<file path="src/rtl/uart_pkg.sv">
// Shared UART types and legal parameter ranges for the serial peripheral path.
package uart_pkg;

  typedef enum logic [1:0] {
    PARITY_NONE,
    PARITY_EVEN,
    PARITY_ODD
  } parity_e;

  typedef enum logic [2:0] {
    ST_IDLE,
    ST_START,
    ST_DATA,
    ST_PARITY,
    ST_STOP
  } uart_rx_state_e;

  localparam int unsigned DATA_W_MIN     = 5;
  localparam int unsigned DATA_W_MAX     = 9;
  localparam int unsigned OVERSAMPLE_MIN = 8;
  localparam int unsigned OVERSAMPLE_MAX = 32;
  localparam int unsigned STOP_BITS_MIN  = 1;
  localparam int unsigned STOP_BITS_MAX  = 2;

endpackage

</file>
<file path="src/rtl/uart_sync2.sv">
// Two-flop synchroniser for asynchronous single-bit inputs, with selectable reset value.
module uart_sync2 #(
  parameter logic RST_VAL = 1'b1
) (
  input  logic clk_i,
  input  logic rst_ni,
  input  logic d_i,
  output logic q_o
);

  logic meta_q;
  logic sync_q;

  always_ff @(posedge clk_i or negedge rst_ni) begin
    if (!rst_ni) begin
      meta_q <= RST_VAL;
      sync_q <= RST_VAL;
    end else begin
      meta_q <= d_i;
      sync_q <= meta_q;
    end
  end

  assign q_o = sync_q;

endmodule

</file>
<file path="src/rtl/uart_rx_param.sv">
// Oversampling UART receiver: start validation, LSB-first data, optional parity,
// stop-bit framing check, and a valid/ready output register with overrun detection.
module uart_rx_param
  import uart_pkg::*;
#(
  parameter int unsigned DATA_W     = 8,
  parameter int unsigned OVERSAMPLE = 16,
  parameter parity_e     PARITY     = PARITY_EVEN,
  parameter int unsigned STOP_BITS  = 1
) (
  input  logic              clk_t,
  input  logic              arst_n,
  input  logic              baud_tick,
  input  logic              rx,
  output logic [DATA_W-1:0] data_out,
  output logic              data_valid,
  input  logic              data_ready,
  output logic              parity_err,
  output logic              frame_err,
  output logic              overrun_err,
  output logic              busy
);

  localparam int unsigned TICK_W = $clog2(OVERSAMPLE);
  localparam int unsigned BIT_W  = $clog2(DATA_W + 1);

  if (DATA_W < DATA_W_MIN || DATA_W > DATA_W_MAX) begin : g_bad_data_w
    $error("uart_rx_param: DATA_W out of range");
  end
  if (OVERSAMPLE < OVERSAMPLE_MIN || OVERSAMPLE > OVERSAMPLE_MAX || (OVERSAMPLE % 2) != 0)
  begin : g_bad_oversample
    $error("uart_rx_param: OVERSAMPLE must be even and in range");
  end
  if (STOP_BITS < STOP_BITS_MIN || STOP_BITS > STOP_BITS_MAX) begin : g_bad_stop_bits
    $error("uart_rx_param: STOP_BITS out of range");
  end

  logic rx_s;

  uart_sync2 #(.RST_VAL(1'b1)) u_sync (
    .clk_i  (clk_t),
    .rst_ni (arst_n),
    .d_i    (rx),
    .q_o    (rx_s)
  );

  uart_rx_state_e    state_q, state_d;
  logic [TICK_W-1:0] tick_q, tick_d;
  logic [BIT_W-1:0]  bit_q, bit_d;
  logic [DATA_W-1:0] shift_q, shift_d;
  logic              armed_q, armed_d;
  logic              perr_acc_q, perr_acc_d;
  logic              ferr_acc_q, ferr_acc_d;
  logic [DATA_W-1:0] data_q, data_d;
  logic              valid_q, valid_d;
  logic              perr_q, perr_d;
  logic              ferr_q, ferr_d;
  logic              ovr_q, ovr_d;
  logic              busy_q;
  logic              sample_c;
  logic              done_c;

  assign sample_c = (tick_q == TICK_W'(OVERSAMPLE - 1));

  always_ff @(posedge clk_t or negedge arst_n) begin
    if (!arst_n) begin
      state_q    <= ST_IDLE;
      tick_q     <= '0;
      bit_q      <= '0;
      shift_q    <= '0;
      armed_q    <= 1'b0;
      perr_acc_q <= 1'b0;
      ferr_acc_q <= 1'b0;
      data_q     <= '0;
      valid_q    <= 1'b0;
      perr_q     <= 1'b0;
      ferr_q     <= 1'b0;
      ovr_q      <= 1'b0;
      busy_q     <= 1'b0;
    end else begin
      state_q    <= state_d;
      tick_q     <= tick_d;
      bit_q      <= bit_d;
      shift_q    <= shift_d;
      armed_q    <= armed_d;
      perr_acc_q <= perr_acc_d;
      ferr_acc_q <= ferr_acc_d;
      data_q     <= data_d;
      valid_q    <= valid_d;
      perr_q     <= perr_d;
      ferr_q     <= ferr_d;
      ovr_q      <= ovr_d;
      busy_q     <= (state_d != ST_IDLE);
    end
  end

  // Frame FSM; all progress is gated by baud_tick.
  always_comb begin
    state_d    = state_q;
    tick_d     = tick_q;
    bit_d      = bit_q;
    shift_d    = shift_q;
    armed_d    = armed_q;
    perr_acc_d = perr_acc_q;
    ferr_acc_d = ferr_acc_q;
    done_c     = 1'b0;
    if (baud_tick) begin
      tick_d = sample_c ? '0 : tick_q + TICK_W'(1);
      unique case (state_q)
        ST_IDLE: begin
          // A line held low after a frame never re-arms until it returns high.
          if (rx_s) begin
            armed_d = 1'b1;
          end else if (armed_q) begin
            state_d    = ST_START;
            tick_d     = '0;
            armed_d    = 1'b0;
            perr_acc_d = 1'b0;
            ferr_acc_d = 1'b0;
          end
        end
        ST_START: begin
          if (tick_q == TICK_W'(OVERSAMPLE / 2 - 1)) begin
            if (rx_s) begin
              state_d = ST_IDLE;
            end else begin
              state_d = ST_DATA;
              tick_d  = '0;
              bit_d   = '0;
            end
          end
        end
        ST_DATA: begin
          if (sample_c) begin
            shift_d = {rx_s, shift_q[DATA_W-1:1]};
            if (bit_q == BIT_W'(DATA_W - 1)) begin
              bit_d   = '0;
              state_d = (PARITY != PARITY_NONE) ? ST_PARITY : ST_STOP;
            end else begin
              bit_d = bit_q + BIT_W'(1);
            end
          end
        end
        ST_PARITY: begin
          if (sample_c) begin
            perr_acc_d = rx_s ^ (^shift_q) ^ (PARITY == PARITY_ODD);
            state_d    = ST_STOP;
          end
        end
        ST_STOP: begin
          if (sample_c) begin
            ferr_acc_d = ferr_acc_q | ~rx_s;
            if (bit_q == BIT_W'(STOP_BITS - 1)) begin
              bit_d   = '0;
              state_d = ST_IDLE;
              done_c  = 1'b1;
            end else begin
              bit_d = bit_q + BIT_W'(1);
            end
          end
        end
        default: state_d = ST_IDLE;
      endcase
    end
  end

  // Output register: a completed frame is dropped if the previous word is still stalled.
  always_comb begin
    data_d  = data_q;
    valid_d = valid_q;
    perr_d  = perr_q;
    ferr_d  = ferr_q;
    ovr_d   = 1'b0;
    if (done_c) begin
      if (!valid_q || data_ready) begin
        data_d  = shift_q;
        valid_d = 1'b1;
        perr_d  = perr_acc_q;
        ferr_d  = ferr_acc_q | ~rx_s;
      end else begin
        ovr_d = 1'b1;
      end
    end else if (valid_q && data_ready) begin
      valid_d = 1'b0;
    end
  end

  assign data_out    = data_q;
  assign data_valid  = valid_q;
  assign parity_err  = perr_q;
  assign frame_err   = ferr_q;
  assign overrun_err = ovr_q;
  assign busy        = busy_q;

endmodule

</file>
<file path="config.mk">
export PLATFORM = sky130hd
export DESIGN_NAME = uart_rx_param
export DESIGN_NICKNAME = d
export VERILOG_FILES = /design/src/rtl/uart_pkg.sv /design/src/rtl/uart_sync2.sv /design/src/rtl/uart_rx_param.sv
export SDC_FILE = /design/constraint.sdc
export NUM_CORES = 1
export LEC_CHECK = 0
export BUFFER_PORTS_ARGS = -buffer_cell sky130_fd_sc_hd__buf_2
export CORE_ASPECT_RATIO = 0.8
export CORE_UTILIZATION = 30
export CTS_CLUSTER_DIAMETER = 30
export DETAILED_ROUTE_END_ITERATION = 16
export GPL_TIMING_DRIVEN = 0
export PLACE_DENSITY = 0.5
export SLEW_MARGIN = 20
export SYNTH_ARGS = -nofsm -noshare
export SYNTH_HDL_FRONTEND = slang
export SYNTH_SLANG_ARGS = --single-unit
</file>
<file path="constraint.sdc">
create_clock -name clk_t -period 4.5 [get_ports clk_t]
set_input_delay 0.9 -clock clk_t [delete_from_list [all_inputs] [get_ports clk_t]]
set_output_delay 0.9 -clock clk_t [all_outputs]
set_load 0.01 [all_outputs]
</file>
==> impl_metrics.json <==
{
  "syn-instance-count": 151,
  "drt-initial-drc-count": 129,
  "worstHoldStart": "u_sync.meta_q$_DFF_PN1_",
  "min_period_ns": 2.16,
  "synth_cell_types": 47,
  "cts_setup_buffers": 0,
  "gr-total-overflow": 0,
  "cts.sinks": 37,
  "first_global_vias": 1222,
  "cts_buffers": 5,
  "viasPerCell": 4.76,
  "critPathSlowestCell": "nor3b_1",
  "maxSlewViolCount": 0,
  "grt_setup_unrepaired": "no",
  "rows": 24,
  "switching_share": 0.294,
  "ir_drop_uv": 171,
  "worstSetupStartpointType": "register",
  "cp_max_fo": 10,
  "tritoncts": "built",
  "diodes": 0,
  "ys_warn_count": 0,
  "core_um2": 5590,
  "vias": 1208,
  "grt_pass1_wl_mm": 5.64,
  "syn_nets": 159,
  "crit_start": "bit_q[0]$_DFFE_PN0P_",
  "power.density_nw_per_um2": 432,
  "clock_skew_ns": 0.00482,
  "die_area_um2": 6240,
  "relSlewSlack": 0.450,
  "finalSetupViolations": 0,
  "start_util": 0.318,
  "p_comb_frac": 0.195,
  "min_path_type": "register to register",
  "io_pins": 18,
  "synthToLayoutAreaGrowth_pct": 17.0,
  "portBuffers": 17,
  "htree_levels": 2,
  "crit_type": "register to register",
  "firstDrtPassIters": 4,
  "wl_mm": 3.23,
  "place_congestion": 0.806,
  "grt_usage": 0.118,
  "nNetsFinal": 183,
  "path_clk_slew_ns": 0.08,
  "wl_per_cell_um": 12.7,
  "ctsResizeCount": 0,
  "p_leak_nw": 0.990,
  "hold_violations": 0,
  "final_common_cell": "dfrtp_1",
  "power_frac_seq": 0.471,
  "crit_chain": "inv_1 > ha_1 > nor3b_1 > nand4_2 > mux2_1",
  "required_ns": 4.67,
  "cts_buffer_depth": 2,
  "die_w_um": 88.1,
  "crit_path_max_incr_delay_ns": 0.52,
  "antenna_found_initial": 0,
  "dp_hpwl_mm": 2.28,
  "antenna_left": 0,
  "grt_max_degree": 38,
  "dp.cells": 246,
  "drc": 0,
  "fmax_ghz": 0.462,
  "final_cells": 254,
  "syn_area_per_cell_um2": 11.8,
  "finalSetupTns_ns": 0,
  "outcome": "completed",
  "ys_ff_latch": 37,
  "insertion_delay_ns": 0.28,
  "cts_root_buffer": "clkbuf_8",
  "final_cell_mix": "dfrtp_1, buf_2, mux2_1, nand2_1",
  "endpoint_kind": "register",
  "postCtsHoldBufs": 0,
  "cp_data_arrival_time_ns": 2.33,
  "min_period_over_period": 0.481,
  "drive_gt1_frac": 0.261,
  "die_h_um": 70.9,
  "worstReg2RegStart": "bit_q[0]$_DFFE_PN0P_",
  "syn_area_um2": 1780,
  "synth.yosys.seq_area_share": 0.522,
  "clkPwrFrac": 0.333,
  "tightest_slew_ns": 0.825,
  "utilization": 0.373,
  "switching_power_mw": 0.264,
  "cap_violations": 0,
  "p_int_mw": 0.635
}
-- Yosys cell counts (all sizes together) --
| cell | number | area share |
|---|---|---|
| a211oi | 2 | 0.011 |
| a21o | 1 | 0.0042 |
| a21oi | 3 | 0.0084 |
| a311oi | 1 | 0.0049 |
| a31oi | 1 | 0.0035 |
| and2 | 1 | 0.0035 |
| and3 | 1 | 0.0035 |
| buf | 4 | 0.013 |
| clkbuf | 1 | 0.0021 |
| dfrtp | 35 | 0.49 |
| dfstp | 2 | 0.030 |
| ha | 3 | 0.021 |
| inv | 7 | 0.015 |
| mux2 | 19 | 0.12 |
| mux2i | 1 | 0.0056 |
| nand2 | 11 | 0.023 |
| nand2b | 5 | 0.022 |
| nand3 | 5 | 0.017 |
| nand3b | 1 | 0.0042 |
| nand4 | 1 | 0.0070 |
| nand4b | 1 | 0.0049 |
| nor2 | 3 | 0.0063 |
| nor3 | 2 | 0.0056 |
| nor3b | 1 | 0.0042 |
| nor4 | 4 | 0.026 |
| nor4b | 1 | 0.0049 |
| o21ai | 15 | 0.044 |
| o21bai | 1 | 0.0042 |
| o2bb2ai | 1 | 0.0049 |
| o311ai | 1 | 0.0049 |
| o31ai | 3 | 0.015 |
| or3 | 2 | 0.0099 |
| or4 | 2 | 0.0084 |
| xnor2 | 8 | 0.039 |
| xor2 | 1 | 0.0049 |
-- worst paths after layout --
path	slack, ns	end	cells past startpoint
setup / recovery	2.34	parity_err$_DFFE_PN0P_	5
hold / removal	0.36	u_sync.q_o$_DFF_PN1_	0
setup reg to reg	2.34	parity_err$_DFFE_PN0P_	5
hold reg to reg	0.36	u_sync.q_o$_DFF_PN1_	0
max in group asynchronous	3.27	tick_q[0]$_DFFE_PN0P_	1
min in group asynchronous	0.71	data_out[6]$_DFFE_PN0P_	1
-- cell type report --
cell class | instances | area (µm²)
Buffer | 5 | 26.3
Clock buffer | 6 | 82.6
Clock inverter | 2 | 37.5
Fill cell | 589 | 3500
Inverter | 7 | 26.3
Multi-Input combinational cell | 102 | 797
Sequential cell | 37 | 928
Tap cell | 78 | 97.6
Timing Repair Buffer | 17 | 85.1
-- registers in the layout, indices dropped and copies added (netlist names) --
name and flops:
data_out 8, shift_q 8, bit_q 4, tick_q 4
state_q 3, armed_q 1, busy 1, data_valid 1
ferr_acc_q 1, frame_err 1, overrun_err 1, parity_err 1
perr_acc_q 1, u_sync.meta_q 1, u_sync.q_o 1
-- stage by stage --
step | hold slack [ns] | total power, mW | worst slack (ns) | cell area (µm²)
after CTS | 0.359 | 0.913 | 2.32 | 2080
after global placement | 0.346 | 0.598 | 2.19 | 1960
after global routing | 0.368 | 0.959 | 2.13 | 2080
after detailed placement | 0.347 | 0.607 | 2.18 | 1960
after floorplan | 0.345 | 0.559 | 2.47 | 1780
final | 0.358 | 0.900 | 2.34 | 2080
-- power by group through the flow --
stage | sequential [mW] | clock, mW | combinational (mW)
floorplan | 0.418 | 0 | 0.140
global placement | 0.427 | 0 | 0.171
detailed placement | 0.430 | 0 | 0.177
CTS | 0.424 | 0.311 | 0.178
global route | 0.432 | 0.328 | 0.199
finish | 0.424 | 0.300 | 0.176
-- worst max-delay path: cells and delay by family (launching register included) --
kind	cells	cell delay, ns
fa+ha+maj	1	0.14
buf+inv	1	0.07
flops	1	0.42
mux	1	0.44
simple gates	2	0.98
-- kinds of logic after synthesis --
logic type,count (synthesis),share of synthesized area
xor+xnor,9,0.0443
mux,20,0.126
simple gates,41,0.151
compound gates,29,0.106
buf+inv,12,0.0296
flops,37,0.522
fa+ha+maj,3,0.0211
-- layer usage --
| metal | vias up | share of wire | track usage |
|---|---|---|---|
| met3 | 6 | 0.032 | 0.0315 |
| met2 | 23 | 0.43 | 0.171 |
| met1 | 593 | 0.52 | 0.163 |
| li1 | 586 | - | - |
| met5 | - | 0 | 0 |
| met4 | 0 | 0.019 | 0.0573 |
No activity file was read; power rests on OpenSTA's default activity.
